File: config.mk
export PLATFORM = sky130hd
export DESIGN_NAME = pc_unit
export DESIGN_NICKNAME = d
export VERILOG_FILES = /design/src/rtl/pc_unit.sv
export SDC_FILE = /design/constraint.sdc
export NUM_CORES = 1
export LEC_CHECK = 0
export CELL_PAD_IN_SITES_DETAIL_PLACEMENT = 1
export CELL_PAD_IN_SITES_GLOBAL_PLACEMENT = 2
export CORE_ASPECT_RATIO = 1.5
export CORE_MARGIN = 2
export CORE_UTILIZATION = 29
export DETAILED_ROUTE_END_ITERATION = 7
export MAX_ROUTING_LAYER = met4
export PLACE_DENSITY_LB_ADDON = 0.3
export SYNTH_ARGS = -nofsm -noshare
export SYNTH_HDL_FRONTEND = slang
export SYNTH_SLANG_ARGS = --single-unit
export TNS_END_PERCENT = 50
File: constraint.sdc
create_clock -name clk -period 3.3 [get_ports clk]
set_input_delay 0.495 -clock clk [delete_from_list [all_inputs] [get_ports clk]]
set_output_delay 0.495 -clock clk [all_outputs]
set_load 0.02 [all_outputs]
File: src/rtl/pc_unit.sv
// Program counter / next-PC unit: sequential, branch, JAL, JALR, MRET, trap entry and misalignment trap.
// Optional return-address stack enabled by defining PC_RAS_EN.
module pc_unit #(
  parameter int              XLEN         = 32,
  parameter logic [XLEN-1:0] RESET_VECTOR = '0,
  parameter logic [XLEN-1:0] TRAP_VECTOR  = XLEN'(32'h100),
  parameter int              RAS_DEPTH    = 4
) (
  input  logic            clk,
  input  logic            reset,
  input  logic            stall,
  input  logic [2:0]      pc_sel,
  input  logic            branch_taken,
  input  logic [XLEN-1:0] imm,
  input  logic [XLEN-1:0] rs1_val,
  input  logic            is_call,
  input  logic            is_ret,
  input  logic            trap_req,
  output logic [XLEN-1:0] program_counter,
  output logic [XLEN-1:0] pc_plus4,
  output logic [XLEN-1:0] epc,
  output logic            misaligned,
  output logic            ras_overflow,
  output logic            ras_underflow
);
  localparam logic [2:0] SEL_BRANCH = 3'd1;
  localparam logic [2:0] SEL_JAL    = 3'd2;
  localparam logic [2:0] SEL_JALR   = 3'd3;
  localparam logic [2:0] SEL_MRET   = 3'd4;

  logic [XLEN-1:0] pc_q, pc_d, epc_q, epc_d;
  logic            misaligned_q, misaligned_d;
  logic            ras_ovf_q, ras_ovf_d, ras_unf_q, ras_unf_d;
  logic [XLEN-1:0] seq_tgt, rel_tgt, jalr_sum, target, ras_top;
  logic            checked, bad_target, advance, ras_pop_hit;

  assign seq_tgt  = pc_q + XLEN'(4);
  assign rel_tgt  = pc_q + imm;
  assign jalr_sum = rs1_val + imm;

  always_comb begin
    target  = seq_tgt;
    checked = 1'b0;
    case (pc_sel)
      SEL_BRANCH: begin
        if (branch_taken) begin
          target  = rel_tgt;
          checked = 1'b1;
        end
      end
      SEL_JAL: begin
        target  = rel_tgt;
        checked = 1'b1;
      end
      SEL_JALR: begin
        target  = ras_pop_hit ? ras_top : {jalr_sum[XLEN-1:1], 1'b0};
        checked = 1'b1;
      end
      SEL_MRET: target = epc_q;
      default:  target = seq_tgt;
    endcase
  end

  assign bad_target = checked && (target[1:0] != 2'b00);
  // The RAS only moves on an instruction that actually retires to its target.
  assign advance    = !trap_req && !stall && !bad_target;

  always_comb begin
    pc_d         = pc_q;
    epc_d        = epc_q;
    misaligned_d = 1'b0;
    if (trap_req) begin
      pc_d  = TRAP_VECTOR;
      epc_d = {pc_q[XLEN-1:2], 2'b00};
    end else if (!stall) begin
      if (bad_target) begin
        pc_d         = TRAP_VECTOR;
        epc_d        = {pc_q[XLEN-1:2], 2'b00};
        misaligned_d = 1'b1;
      end else begin
        pc_d = target;
      end
    end
  end

`ifdef PC_RAS_EN
  localparam int            PW   = (RAS_DEPTH > 1) ? $clog2(RAS_DEPTH) : 1;
  localparam logic [PW:0]   FULL = (PW+1)'(RAS_DEPTH);

  logic [XLEN-1:0] ras_mem [RAS_DEPTH];
  logic [PW-1:0]   sp_q, sp_d, top_idx, wr_idx;
  logic [PW:0]     cnt_q, cnt_d;
  logic            wr_en, call_ok, ret_ok;

  assign call_ok     = is_call && (pc_sel == SEL_JAL || pc_sel == SEL_JALR);
  assign ret_ok      = is_ret && (pc_sel == SEL_JALR);
  assign top_idx     = sp_q - PW'(1);
  assign ras_top     = ras_mem[top_idx];
  assign ras_pop_hit = ret_ok && (cnt_q != '0);

  // sp_q points at the next free slot; when full that slot is the oldest entry.
  always_comb begin
    sp_d      = sp_q;
    cnt_d     = cnt_q;
    wr_en     = 1'b0;
    wr_idx    = sp_q;
    ras_ovf_d = 1'b0;
    ras_unf_d = 1'b0;
    if (advance) begin
      if (ret_ok) begin
        if (cnt_q == '0) begin
          ras_unf_d = 1'b1;
        end else begin
          sp_d  = top_idx;
          cnt_d = cnt_q - (PW+1)'(1);
        end
      end
      if (call_ok) begin
        wr_en  = 1'b1;
        wr_idx = sp_d;
        sp_d   = sp_d + PW'(1);
        if (cnt_d == FULL) ras_ovf_d = 1'b1;
        else               cnt_d     = cnt_d + (PW+1)'(1);
      end
    end
  end

  always_ff @(posedge clk or negedge reset) begin
    if (!reset) begin
      sp_q  <= '0;
      cnt_q <= '0;
    end else begin
      sp_q  <= sp_d;
      cnt_q <= cnt_d;
    end
  end

  always_ff @(posedge clk) begin
    if (wr_en) ras_mem[wr_idx] <= seq_tgt;
  end
`else
  logic ras_unused;
  assign ras_unused  = ^{is_call, is_ret, advance};
  assign ras_pop_hit = 1'b0;
  assign ras_top     = '0;
  assign ras_ovf_d   = 1'b0;
  assign ras_unf_d   = 1'b0;
`endif

  always_ff @(posedge clk or negedge reset) begin
    if (!reset) begin
      pc_q         <= RESET_VECTOR;
      epc_q        <= RESET_VECTOR;
      misaligned_q <= 1'b0;
      ras_ovf_q    <= 1'b0;
      ras_unf_q    <= 1'b0;
    end else begin
      pc_q         <= pc_d;
      epc_q        <= epc_d;
      misaligned_q <= misaligned_d;
      ras_ovf_q    <= ras_ovf_d;
      ras_unf_q    <= ras_unf_d;
    end
  end

  assign program_counter = pc_q;
  assign pc_plus4        = seq_tgt;
  assign epc             = epc_q;
  assign misaligned      = misaligned_q;
  assign ras_overflow    = ras_ovf_q;
  assign ras_underflow   = ras_unf_q;
endmodule

Word level (Yosys, flattened, before mapping)
Index checks and enable logic that the tools add are counted.

Add/sub/neg operators: 3. Equality and inequality tests: 5. Muxes and demuxes: 13. Reductions and logical operators: 5.

Operator list (count): $mux 32 (7); $pmux 32 s4 (1); $add 32x32->32 (2); $add 32x3->32 const B (1); $eq 3x2->1 const B (2); $mux 1 (4); $reduce_bool 2->1 (2); $eq 3x1->1 const B (1); $eq 3x3->1 const B (1); $ne 2x1->1 const B (1); $pmux 1 s2 (1); $reduce_and 2->1 (1); $reduce_or 2->1 (1); $logic_and 1x1->1 (1).

Register bits after elaboration: 65. Output and inout bits: 99. Logic and storage cells: 29.

Logic depth before layout (Yosys ltp)
Word-level depth: 8. Depth in mapped cells: 12. Mapped depth without buffers: 12.

Worst setup path before layout
Ideal clock, no wire load.

Kind: input to register. Start point: in imm[0]. End point: reg pc_q[30], in the netlist program_counter[30]. Setup time: 0.124 ns. Arrival time: 2.838 ns. Setup slack: 0.338 ns. Stages: 12. Path buffers: 0. Cells stage by stage: ha_1 inv_1 fa_1 nor2b_4 o31a_1 o41ai_2 a41oi_2 a31oi_4 o21ai_2 a41oi_2 mux2i_1 o31a_1.

Longest elaborated chain between the ends: 8. Elaborated cells on any way between the ends: 9.

Ends and longest elaborated chain: start, declared (RTL line 14) `input logic [XLEN-1:0] imm,`; $add 32x32->32 (RTL line 38) `assign rel_tgt = pc_q + imm;`; $mux 32 (RTL line 46) `if (branch_taken) begin`; $pmux 32 s4 (*) (RTL line 44) `case (pc_sel)`; $reduce_bool 2->1 (RTL line 64) `assign bad_target = checked && (target[1:0] != 2'b00);`; $logic_and 1x1->1 (RTL line 64); $mux 32 (*) (RTL line 76) `if (bad_target) begin`; $mux 32 (*) (RTL line 75) `end else if (!stall) begin`; $mux 32 (*) (RTL line 72) `if (trap_req) begin`; end signal, assigned (RTL line 158) `pc_q <= pc_d;`; end, declared (RTL line 31) `logic [XLEN-1:0] pc_q, pc_d, epc_q, epc_d;`.

Every way passes the cells marked *; elsewhere a longest branch is shown, timed or not. The select of a mux whose other input is x is not followed. A chain may end at the register's enable or synchronous reset.

Final worst setup path
Start point: reg pc_q[2], in the netlist program_counter[2]. End point: out pc_plus4[12].

Longest elaborated chain between the ends: 1.

Ends and longest elaborated chain: $add 32x3->32 (RTL line 37) `assign seq_tgt = pc_q + XLEN'(4);`; end, declared (RTL line 20) `output logic [XLEN-1:0] pc_plus4,`.

No other way between the ends.

==> metrics.md <==
| Metric | Value |
|---|---|
| Run status | `finished, final reports clean` |
| Drt drc | `0` |
| Unrepaired setup endpoints after global routing | `yes` |
| Maxcap violations | `0` |
| Yosys top cell area share | `0.228` |
| Core region area | `23600 um^2` |
| TritonCTS buffer count | `9` |
| Starting Density | `0.293` |
| Worst VDD drop | `0.256 mV` |
| Reg2Reg Launch Point | `program_counter[0]` |
| Die area | `25100 um^2` |
| Max Used Layer | `met4` |
| 1st-pass router iterations | `6` |
| IO Count | `173` |
| Cts hold-fix bufs | `0` |
| Setup TNS | `0 ns` |
| Most frequent CP cell | `buf_4` |
| Critical Path End Type | `output port` |
| Vias/cell | `5.39` |
| DR WL met2 | `17800 um` |
| Mapped Cells | `830` |
| Non-Filler Instances | `1484` |
| Fillers | `2830` |
| H-Tree Depth | `3` |
| First-pass GRT wire length | `48000 um` |
| Diode count | `0` |
| Worst Max-Slew Pin Slew | `0.687 ns` |
| Via count | `7998` |
| Met3 routed WL | `910 um` |
| Crit Path Category | `reg -> out` |
| Die height | `193 um` |
| Placed Cells | `1464` |
| Pins Over Slew Limit | `0` |
| WL/cell | `21.6 um` |
| Worst min path class | `in -> async` |
| Layout Nets | `1298` |
| Vias in the first global route | `8555` |
| Layout Utilization | `0.455` |
| Final instance area | `10700 um^2` |
| Min Tclk post-route | `3.19 ns` |
| Final Setup Violations | `0` |
| Synth Cell Area | `6910 um^2` |
| Root Buffer | `clkbuf_16` |
| GR Overflow Total | `0` |
| Area leader, netlist | `dfrtp_1` |
| Layout cells sized above 1 | `0.246` |
| Met1 Wirelength | `12100 um` |
| Clock insertion delay at the later pin of the skew report | `0.36 ns` |
| RD Place Congestion | `0.927` |
| Final ANT Viol Nets | `0` |
| CTS tree | `built` |
| Hold Fails Final Rpt | `0` |
| Fin crit share | `0.965` |
| Largest net degree at the start of global routing | `41` |
| Std cell rows | `69` |
| Final Skew | `0.0126 ns` |
| IO Port Bufs | `166` |
| Initial antenna violation count | `0` |
| Most frequent cells in the layout | `buf_4, clkdlybuf4s50_1, nand2_1` |
| Hold slack | `0.172 ns` |
| Post-DP HPWL | `25800 um` |
| Seq cells post-synth | `63` |
| Worst path max stage delay | `0.65 ns` |
| YS warnings | `0` |
| Crit path launch type | `flip-flop` |
| Clk sinks | `63` |
| Fmax | `314 MHz` |
| GRT Util Overall | `0.262` |
| Crit-path max FO | `5` |
| Area grow syn2layout | `55.3%` |
| DRT iter0 DRCs | `493` |
| Crit path arrival time | `2.69 ns` |
| Commonest non-fill, non-tap cell in the layout | `buf_4` |
| Register area share after synthesis | `0.228` |
| EDFF count, synth | `0` |
| Leakage | `4.84 nW` |
| Seq. cell area | `1580 um^2` |
| Top cells by area, synth | `dfrtp_1, ha_1, xnor2_1, mux2_2, a21oi_1` |
| Distinct cells, synth | `70` |
| Crit-path cells | `ha_1 > nand3_1 > buf_4 > nor2_1 > buf_4 > xor2_1 > clkdlybuf4s50_1` |
| CP Launch Point | `program_counter[2]` |
| Synth Flop Type | `dfrtp_1` |
| Clock slew at reported path FFs | `0.06 ns` |
| Syn Area/Cell | `8.32 um^2` |
| Detailed Route WL | `32000 um` |
| Async S/R FF share, synth | `1.00` |
| Multi-input logic area | `5250 um^2` |
| CTS max path bufs | `2` |
| P per Cell Area | `318 nW/um^2` |
| Worst endpoint required time | `2.80 ns` |
| Die width | `130 um` |
| Placement Cell Area | `10200 um^2` |
| Worst rel slew slack | `0.542` |
| CP max-delay cell | `clkdlybuf4s50_1` |
[layer usage]
metal / up-vias / global-route usage
li1: 3800 / -
met1: 3969 / 0.270
met2: 173 / 0.506
met3: 56 / 0.0257
met4: 0 / 0.0988
met5: - / -
[critical path: cells and delay by family (launching register included)]
family | cells | cell delay (ns)
fa+ha+maj | 1 | 0.22
simple gates | 2 | 0.39
xor+xnor | 1 | 0.22
buf+inv | 3 | 1.06
flops | 1 | 0.43
[synth_stat cells (3+ instances only)]
master and n:
a21oi_1 69, nand2_1 68, dfrtp_1 63, ha_1 62, o21ai_0 58, nor2_1 56
xnor2_1 51, clkbuf_1 33, a21o_1 32, mux2_2 31, nand3_1 31, xor2_1 22
inv_1 19, a222oi_1 16, nand4_1 16, nor3_1 15, a22o_1 14, o21bai_1 11
a211oi_1 10, and3_1 9, nor2b_1 9, buf_4 8, nand2b_1 8, o211ai_1 8
o21a_1 8, a31oi_1 7, a221oi_1 6, a22oi_1 6, and2_1 6, mux2i_1 6
and4_1 5, a221o_1 4, or2_2 4, a31o_2 3, a32o_1 3, a32oi_1 3
nor3b_1 3, nor4_1 3, o221ai_1 3, o31a_1 3
[worst paths after layout]
check	to	slack [ns]	depth (start not counted)
max	pc_plus4[12]	0.11	7
min	program_counter[30]	0.17	1
max reg2reg	program_counter[30]	0.36	13
min reg2reg	epc[8]	0.54	1
max in group asynchronous	program_counter[2]	2.42	2
min in group clk	epc[8]	0.54	1
[layout make-up]
type / instances / area share
clock inverters: 3 / 0.00373
multi-input cells: 708 / 0.490
inverters: 19 / 0.00665
well taps: 319 / 0.0372
repair buffers: 359 / 0.290
clock buffers: 13 / 0.0252
flip-flops and latches: 63 / 0.147
[repair_timing]
item	4_1_cts	5_1_grt
endpoints found under the setup margin	15	25
gates resized for setup	13	33
pin swaps	0	7
setup buffers	0	4
endpoints found under the hold margin	0	0
[state kept, by name (all words and copies together), names as in the netlist]
register and count:
program_counter 32, epc 30, misaligned 1
[through the flow]
| stage | worst slack, ns | power, mW |
|---|---|---|
| after floorplan | 0.338 | 1.61 |
| after global placement | -0.456 | 2.33 |
| after detailed placement | -0.486 | 2.34 |
| after CTS | -0.0426 | 3.39 |
| after global routing | -0.0210 | 3.57 |
| final | 0.114 | 3.41 |
[cells by family after synthesis]
family,Yosys count,synth area share
AO/OA/AOI/OAI,291,0.295
AND/OR/NAND/NOR,239,0.167
XOR/XNOR,73,0.0926
adder cells (fa/ha/maj),64,0.118
flip-flops,63,0.228
buffers and inverters,62,0.0384
multiplexers,37,0.0592
other,1,0.000543
[report_power, final]
part	switching, mW	total [mW]	internal, mW
clock network	0.394	1.04	0.645
logic	0.788	1.49	0.707
registers	0.0584	0.877	0.819
Power figures use the tool's default switching activity.
